## config.mk

```make
export PLATFORM = sky130hd
export DESIGN_NAME = credit_sender_push
export DESIGN_NICKNAME = d
export VERILOG_FILES = /design/src/rtl/credit_sender_push.sv
export SDC_FILE = /design/constraint.sdc
export NUM_CORES = 1
export LEC_CHECK = 0
export CAP_MARGIN = 25
export CORE_UTILIZATION = 48
export DETAILED_ROUTE_END_ITERATION = 12
export PLACE_DENSITY_LB_ADDON = 0.08
export SLEW_MARGIN = 20
export SYNTH_ARGS = -nofsm -noshare
export SYNTH_HDL_FRONTEND = slang
export SYNTH_SLANG_ARGS = --single-unit
```

## constraint.sdc

```tcl
create_clock -name push_clk -period 6 [get_ports push_clk]
set_input_delay 0.6 -clock push_clk [delete_from_list [all_inputs] [get_ports push_clk]]
set_output_delay 0.6 -clock push_clk [all_outputs]
set_load 0.01 [all_outputs]
```

## src/rtl/credit_sender_push.sv

```systemverilog
// ---------------------------------------------------------------------------
// credit_sender_push
//
// Push-side transmitter for a credit-flow-controlled FIFO. Items accepted
// from a local valid/ready source are forwarded as one-cycle push_valid /
// push_data pulses, each spending one credit. Credits come back one per
// push_credit pulse. The block also runs the sender/receiver reset handshake
// (RESET -> WAIT_RX -> INIT -> ACTIVE) and works only in the push_clk domain.
//
// Parameters
//   WIDTH        data width
//   MAX_CREDITS  largest credit count the counter can hold
//   CW           credit-count width, $clog2(MAX_CREDITS+1)
//
// Ports
//   push_clk                in   only clock
//   push_rst                in   synchronous active-high reset
//   push_receiver_in_reset  in   far end is in reset
//   push_sender_in_reset    out  this sender is in RESET
//   push_credit_stall       out  receiver should hold credit returns
//   push_credit             in   one-cycle pulse returning one credit
//   push_valid              out  registered one-cycle push pulse
//   push_data               out  data that goes with push_valid
//   credit_initial_push     in   credit count loaded in INIT (clamped)
//   credit_withhold_push    in   credits held back from spending (dynamic)
//   credit_count_push       out  credits currently held
//   credit_available_push   out  spendable credits (count minus withhold)
//   credit_error            out  sticky credit overflow flag
//   in_valid/in_ready/in_data   upstream handshake
//
// Build option
//   CREDIT_SENDER_SKID_EN  when defined, a 2-entry skid buffer decouples
//                          in_ready from the credit logic (in_ready is then
//                          registered, in -> push_valid latency is 2 cycles).
//                          When undefined, in_ready is combinational and the
//                          latency is 1 cycle.
// ---------------------------------------------------------------------------
module credit_sender_push #(
  parameter int WIDTH       = 8,
  parameter int MAX_CREDITS = 16,
  parameter int CW          = $clog2(MAX_CREDITS + 1)
) (
  input  logic             push_clk,
  input  logic             push_rst,
  input  logic             push_receiver_in_reset,
  output logic             push_sender_in_reset,
  output logic             push_credit_stall,
  input  logic             push_credit,
  output logic             push_valid,
  output logic [WIDTH-1:0] push_data,
  input  logic [CW-1:0]    credit_initial_push,
  input  logic [CW-1:0]    credit_withhold_push,
  output logic [CW-1:0]    credit_count_push,
  output logic [CW-1:0]    credit_available_push,
  output logic             credit_error,
  input  logic             in_valid,
  output logic             in_ready,
  input  logic [WIDTH-1:0] in_data
);

  typedef enum logic [1:0] {
    ST_RESET   = 2'd0,
    ST_WAIT_RX = 2'd1,
    ST_INIT    = 2'd2,
    ST_ACTIVE  = 2'd3
  } state_t;

  localparam logic [CW-1:0] MAX_C = CW'(MAX_CREDITS);
  localparam logic [CW-1:0] ONE_C = CW'(1);

  state_t           state_q, state_d;
  logic [CW-1:0]    count_q, count_d;
  logic             error_q, error_d;
  logic             push_valid_q, push_valid_d;
  logic [WIDTH-1:0] push_data_q, push_data_d;

  logic [CW-1:0]    available_s;
  logic             can_spend_s;
  logic             active_s;     // ACTIVE and the receiver is still up
  logic             rx_drop_s;    // ACTIVE -> WAIT_RX this cycle
  logic             src_valid_s;
  logic [WIDTH-1:0] src_data_s;
  logic             send_s;
  logic [CW-1:0]    init_load_s;

  // Spendable credits and send qualification
  always_comb begin
    if (count_q > credit_withhold_push) begin
      available_s = count_q - credit_withhold_push;
    end else begin
      available_s = {CW{1'b0}};
    end
    can_spend_s = (available_s != {CW{1'b0}});
    // A receiver reset seen while ACTIVE blocks sending in that very cycle,
    // so nothing is pushed into a FIFO whose far end is going down.
    active_s  = (state_q == ST_ACTIVE) && !push_receiver_in_reset;
    rx_drop_s = (state_q == ST_ACTIVE) && push_receiver_in_reset;
    send_s    = active_s && can_spend_s && src_valid_s;
    if (credit_initial_push > MAX_C) begin
      init_load_s = MAX_C;
    end else begin
      init_load_s = credit_initial_push;
    end
  end

`ifdef CREDIT_SENDER_SKID_EN
  logic [WIDTH-1:0] skid_mem_q [2];
  logic [WIDTH-1:0] skid_mem_d [2];
  logic             skid_rd_q, skid_rd_d;
  logic [1:0]       skid_cnt_q, skid_cnt_d;
  logic             in_ready_q, in_ready_d;
  logic             skid_push_s;
  logic             skid_wr_s;

  // Skid buffer bookkeeping: write at tail, drain head on send, flush on
  // receiver reset.
  always_comb begin
    skid_mem_d  = skid_mem_q;
    skid_rd_d   = skid_rd_q;
    skid_cnt_d  = skid_cnt_q;
    skid_push_s = in_valid && in_ready_q;
    skid_wr_s   = skid_rd_q ^ skid_cnt_q[0];
    if (rx_drop_s) begin
      skid_rd_d  = 1'b0;
      skid_cnt_d = 2'd0;
    end else begin
      if (skid_push_s) begin
        skid_mem_d[skid_wr_s] = in_data;
      end else begin
        skid_mem_d[skid_wr_s] = skid_mem_q[skid_wr_s];
      end
      if (send_s) begin
        skid_rd_d = ~skid_rd_q;
      end else begin
        skid_rd_d = skid_rd_q;
      end
      skid_cnt_d = skid_cnt_q + {1'b0, skid_push_s} - {1'b0, send_s};
    end
    // Ready is computed from next occupancy so a registered ready can never
    // let a third item in.
    in_ready_d = (skid_cnt_d != 2'd2);
  end

  // Skid buffer registers
  always_ff @(posedge push_clk) begin
    if (push_rst) begin
      skid_mem_q[0] <= {WIDTH{1'b0}};
      skid_mem_q[1] <= {WIDTH{1'b0}};
      skid_rd_q     <= 1'b0;
      skid_cnt_q    <= 2'd0;
      in_ready_q    <= 1'b0;
    end else begin
      skid_mem_q[0] <= skid_mem_d[0];
      skid_mem_q[1] <= skid_mem_d[1];
      skid_rd_q     <= skid_rd_d;
      skid_cnt_q    <= skid_cnt_d;
      in_ready_q    <= in_ready_d;
    end
  end

  assign src_valid_s = (skid_cnt_q != 2'd0);
  assign src_data_s  = skid_mem_q[skid_rd_q];
  assign in_ready    = in_ready_q;
`else
  assign src_valid_s = in_valid;
  assign src_data_s  = in_data;
  assign in_ready    = active_s && can_spend_s;
`endif

  // Handshake state machine: next state
  always_comb begin
    state_d = state_q;
    case (state_q)
      ST_RESET: begin
        state_d = ST_WAIT_RX;
      end
      ST_WAIT_RX: begin
        if (!push_receiver_in_reset) begin
          state_d = ST_INIT;
        end else begin
          state_d = ST_WAIT_RX;
        end
      end
      ST_INIT: begin
        state_d = ST_ACTIVE;
      end
      ST_ACTIVE: begin
        if (push_receiver_in_reset) begin
          state_d = ST_WAIT_RX;
        end else begin
          state_d = ST_ACTIVE;
        end
      end
      default: begin
        state_d = ST_RESET;
      end
    endcase
  end

  // Credit counter, overflow flag and registered push outputs
  always_comb begin
    count_d      = count_q;
    error_d      = error_q;
    push_valid_d = send_s;
    push_data_d  = push_data_q;
    if (send_s) begin
      push_data_d = src_data_s;
    end else begin
      push_data_d = push_data_q;
    end
    case (state_q)
      ST_RESET: begin
        count_d = {CW{1'b0}};
      end
      ST_WAIT_RX: begin
        count_d = count_q;
      end
      ST_INIT: begin
        count_d = init_load_s;
      end
      ST_ACTIVE: begin
        if (push_receiver_in_reset) begin
          count_d = {CW{1'b0}};
        end else if (send_s && !push_credit) begin
          count_d = count_q - ONE_C;
        end else if (push_credit && !send_s) begin
          // A credit beyond capacity means the receiver over-returned;
          // saturate and flag it rather than wrap.
          if (count_q >= MAX_C) begin
            count_d = MAX_C;
            error_d = 1'b1;
          end else begin
            count_d = count_q + ONE_C;
          end
        end else begin
          count_d = count_q;
        end
      end
      default: begin
        count_d = {CW{1'b0}};
      end
    endcase
  end

  // State and datapath registers
  always_ff @(posedge push_clk) begin
    if (push_rst) begin
      state_q      <= ST_RESET;
      count_q      <= {CW{1'b0}};
      error_q      <= 1'b0;
      push_valid_q <= 1'b0;
      push_data_q  <= {WIDTH{1'b0}};
    end else begin
      state_q      <= state_d;
      count_q      <= count_d;
      error_q      <= error_d;
      push_valid_q <= push_valid_d;
      push_data_q  <= push_data_d;
    end
  end

  assign push_sender_in_reset  = (state_q == ST_RESET);
  assign push_credit_stall     = (state_q != ST_ACTIVE);
  assign push_valid            = push_valid_q;
  assign push_data             = push_data_q;
  assign credit_count_push     = count_q;
  assign credit_available_push = available_s;
  assign credit_error          = error_q;

endmodule

```

* After elaboration in Yosys (flattened, before gate mapping) *
Index checks and enable logic that the tools add are counted.

storage, ports and cells
  logic and storage cells = 41
  bits of input ports = 23
  register bits after elaboration = 17

cells by class
  equal/unequal tests = 5
  $lt $le $gt $ge = 3
  reduce and logical (&&, ||, !) cells = 12
  bitwise operators = 3
  add/subtract/negate cells = 3
  multiplexer cells = 10

operators by type and width
  cell                 number
  $mux 5               6
  $pmux 5 s3           1
  $pmux 2 s4           1
  $add 5x1->5 const B  1
  $ge 5x5->1 const B   1
  $gt 5x5->1           1
  $gt 5x5->1 const B   1
  $logic_and 1x1->1    5
  $reduce_and 5->1     1
  $reduce_bool 5->1    1
  $sub 5x1->5 const B  1
  $sub 5x5->5          1
  $eq 2x2->1 const B   2
  $mux 2               2
  $ne 4x2->1 const B   1
  $logic_not 1->1      3
  $not 1->1            3
  $eq 2x1->1 const B   1
  $logic_not 2->1      1
  $ne 2x2->1 const B   1
  $reduce_and 2->1     1

* Logic depth before layout (Yosys ltp) *
  depth in word-level cells = 11
  mapped depth = 18

* Least setup slack after synthesis *
Ideal clock, no wire load.

  path kind = input -> register
  start point = input credit_withhold_push[4]
  end point = register count_q[3], in the netlist credit_count_push[3]
  data arrival time = 3.430 ns
  cell stages on the path = 15
  setup time = 0.127 ns
  setup slack = 2.443 ns
  path buffers = 2
  cell sequence = inv_1 -> ha_1 -> or3_1 -> or4_1 -> a31oi_2 -> nor3_1 -> buf_6 -> ha_1 -> clkbuf_1 -> nor4b_1 -> a21oi_1 -> nor2_1 -> a221o_1 -> a222oi_1 -> nor2_1

on the way
  longest elaborated chain between the ends = 9

ends and longest elaborated chain
  element                                                      line      source
  start, declared                                              52        input logic [CW-1:0] credit_withhold_push,
  $sub 5x5->5 / $gt 5x5->1 (equally long branches)             89, 88
  $mux 5 (*)                                                   88        if (count_q > credit_withhold_push) begin
  $reduce_bool 5->1 (*)                                        93        can_spend_s = (available_s != {CW{1'b0}});
  $logic_and 1x1->1 (*) (2 in series)                          98        send_s = active_s && can_spend_s && src_valid_s;
  named net push_valid_d                                       74        logic push_valid_q, push_valid_d;
  $logic_and 1x1->1 / $logic_not 1->1 (equally long branches)  224, 226
  $mux 5 / $logic_and 1x1->1 (equally long branches)           224, 226
  $mux 5 / $ne 4x2->1 (equally long branches)                  --
  $pmux 5 s3 / $reduce_and 2->1 (equally long branches)        --
  end signal, assigned                                         249       count_q <= {CW{1'b0}};
  end signal, assigned                                         255       count_q <= count_d;
  end, declared                                                72        logic [CW-1:0] count_q, count_d;

The timed path passes the listed nets; every way through them passes the cells marked *.
A chain may end at the register's enable or synchronous reset.

* Worst setup path after layout *
  start point = input credit_withhold_push[4]
  end point = register count_q[3], in the netlist credit_count_push[3]

on the way
  longest elaborated chain between the ends = 9

ends and longest elaborated chain
  element                                                      line
  $sub 5x5->5 / $gt 5x5->1 (equally long branches)             89, 88
  $mux 5 (*)                                                   88
  $reduce_bool 5->1 (*)                                        93
  $logic_and 1x1->1 (*) (2 in series)                          98
  $logic_and 1x1->1 / $logic_not 1->1 (equally long branches)  224, 226
  $mux 5 / $logic_and 1x1->1 (equally long branches)           224, 226
  $mux 5 / $ne 4x2->1 (equally long branches)                  --
  $pmux 5 s3 / $reduce_and 2->1 (equally long branches)        --

Every way passes the cells marked *; elsewhere a longest branch is shown, timed or not.

==> results.py <==
metrics = {
    "die": {
        "die_x_um": 53.2,
        "fp.coreArea_um2": 2480,
        "dieArea_um2": 2830,
        "die_h_um": 53.2,
        "pin_count": 46,
        "rows": 18,
        "initial_utilization_pct": 50.8,
    },
    "synthesis": {
        "synth.avg_cell_area_um2": 8.06,
        "ys_types": 41,
        "ys_ff_latch": 17,
        "syn_inst": 156,
        "syn-num-nets": 189,
        "syn_area_um2": 1260,
        "ys_warn_count": 0,
        "ys_seq_area_share_pct": 27.1,
    },
    "finish": {
        "final_common_cell": "clkdlybuf4s50_1",
        "fin_cells": 231,
        "layout_common_cells": "clkdlybuf4s50_1, nor2_1, nand2b_1",
        "drive_gt1_share_pct": 4.48,
        "syn2layout_area_growth_pct": 39.9,
        "fin_area_um2": 1760,
        "diodes": 0,
        "final_nets": 235,
    },
    "setup_path": {
        "crit_fanout": 10,
        "required_ps": 6170,
        "r2r_cells": 17,
        "criticalPathCategory": "input pin to flip-flop",
        "path_cells": "clkdlybuf4s50_1, inv_1, ha_1, or3_1, or4_1, a31oi_2, nor3_2, buf_4, ha_1, nor4b_1, a21oi_1, nor2_1, a221o_1, a222oi_1, nor2_1",
        "crit_path_top_delay_cell": "clkdlybuf4s50_1",
        "timing.critical_path.slowest_cell_delay_ps": 460,
        "critPathCaptureType": "flip-flop",
        "worstPathArrival_ps": 4140,
        "start_kind": "input pin",
    },
    "placed_design": {
        "io_buffers": 45,
        "post-place-ws_ps": 1750,
        "place_area_um2": 1730,
        "dp_hpwl_um": 2410,
        "placed_cells": 227,
        "place_congestion": 0.857,
    },
    "cts": {
        "cts-resized-gates": 0,
        "cts_hold_buf": 0,
        "clock-root-buffer": "clkbuf_4",
        "cts_buffers": 3,
        "post-cts-setup-buffers": 0,
        "numClockSinks": 17,
        "path_clk_slew_ps": 100,
        "clockBufferDepth": 2,
        "htreeDepth": 1,
        "cts_tree": "yes",
        "clk_latency_ps": 300,
    },
    "drt": {
        "drtIter0Drc": 34,
        "wl_um": 3130,
        "via_per_inst": 5.58,
        "vias": 1289,
        "firstDrtPassIters": 4,
        "drc": 0,
        "wl_per_cell_um": 13.5,
        "drtAntennaViolNets": 0,
    },
    "timing": {
        "slew_viol_final": 0,
        "setup_violations": 0,
        "rsz0062_at_grt": "no",
        "layout_min_cycle_time_ps": 3970,
        "final-hold-violation-count": 0,
        "worst_slew_pin_slew_ps": 698,
        "max_slew_margin_pct": 53.3,
        "skew_ps": 6.73,
        "fin_tns_setup_ps": 0,
        "fmax_mhz": 252,
        "period_share_pct": 66.2,
        "fin_ws_ps": 2030,
    },
    "global_route": {
        "grt_max_degree": 26,
        "grt_pass1_wl_um": 4960,
        "globalRouteOverflowTotal": 0,
        "grt_pass1_vias": 1127,
        "gr-usage-all-layers_pct": 24.4,
        "antenna_found_initial": 0,
    },
    "pwr": {
        "power_density_nw_per_um2": 135,
        "ir_worst_vdd_v": 0.000170,
        "leakage_nw": 0.675,
    },
    "worst_hold_path": {
        "min_path_cells": 2,
        "min_path_type": "flip-flop to flip-flop",
    },
    "outcome": {
        "status": "finished clean",
    },
    "flow_run": {
        "maxCapViolCount": 0,
    },
}
-- registers in the layout (all words and copies together), names as in the netlist, named ones only --
name	cells
credit_count_push	5
credit_error	1
push_data	8
push_valid	1
state_q	1
-- metal layers --
layer  track usage, %  routed length (um)  up-vias
met1             29.4                1310      596
met3             6.32                 205        6
li1                 -                   -      636
met2             40.1                1550       51
met4             11.4                  65        0
met5                0                   0        -
-- per-stage QoR --
| stage | utilization (%) | power, mW | hold slack, ps |
|---|---|---|---|
| after floorplan | - | 0.151 | 493 |
| after CTS | 71.0 | 0.239 | 483 |
| final | 71.0 | 0.238 | 482 |
| after global placement | 69.9 | 0.176 | 459 |
| after global routing | 71.0 | 0.249 | 503 |
| after detailed placement | 69.9 | 0.178 | 469 |
-- kinds of logic after synthesis --
kind of cell / share of synthesized area, %
flip-flops: 27.1
AO/OA/AOI/OAI: 16.3
AND/OR/NAND/NOR: 29.2
XOR/XNOR: 3.48
multiplexers: 8.06
buffers and inverters: 5.37
adder cells (fa/ha/maj): 10.5
-- synthesized netlist by cell type --
library cell   n  share of area [%]
xor2_1         3                2.1
nand4_1        1               0.50
inv_1         11                3.3
a211o_1        2                1.4
dfxtp_1       17                 27
a22oi_1        1               0.60
a221oi_1       1               0.70
ha_1           9                9.0
a211oi_1       1               0.60
o21ai_0        5                2.0
nand2b_1      18                9.0
o21bai_4       1                1.5
or4_1          1               0.60
a222oi_1       2                1.6
nor4b_1        1               0.70
nand3_1        4                1.6
nor4_1         2               0.99
xnor2_1        2                1.4
a31oi_2        1               0.99
a21oi_1        5                2.0
mux2_2         1               0.90
nand2_1       10                3.0
fa_1           1                1.6
mux2i_1        9                7.2
buf_6          1               0.90
or3_1          1               0.50
o22ai_1        1               0.50
nor2b_1        5                2.5
a21boi_0       1               0.60
nor2_1        20                6.0
o21a_1         1               0.60
clkbuf_1       4                1.2
nand3b_1       2                1.2
o31a_1         1               0.70
a221o_1        1               0.80
a32oi_1        1               0.70
a31oi_1        1               0.50
nor3b_1        1               0.60
or2_1          1               0.50
nor3_1         4                1.6
a21o_1         1               0.60
-- power breakdown --
| group | switching, mW | internal (mW) |
|---|---|---|
| clock network | 0.0369 | 0.0248 |
| logic | 0.0250 | 0.0326 |
| registers | 0.00382 | 0.115 |
-- path summary, 6_finish.rpt --
check	startpoint	endpoint	slack, ps
max	credit_withhold_push[4]	credit_count_push[3]	2030
min	push_data[7]	push_data[7]	480
min reg2reg	push_data[7]	push_data[7]	480
max reg2reg	credit_count_push[0]	credit_count_push[3]	2310
-- final cells by class --
cell class / count / area, um^2
multi-input combinational: 123 / 855
fill: 218 / 718
tap: 30 / 37.5
sequential: 17 / 340
clock inverter: 1 / 5.00
clock buffer: 3 / 22.5
timing repair buffer: 46 / 458
inverter: 11 / 41.3
-- worst max-delay path, delay by kind of cell --
kind | cells | cell delay, ps
AOI/OAI and AO/OA | 4 | 960
adders and majority gates | 2 | 690
buffers and inverters | 3 | 690
and+or+nand+nor | 6 | 1190
(Power assumes the default switching activity.)
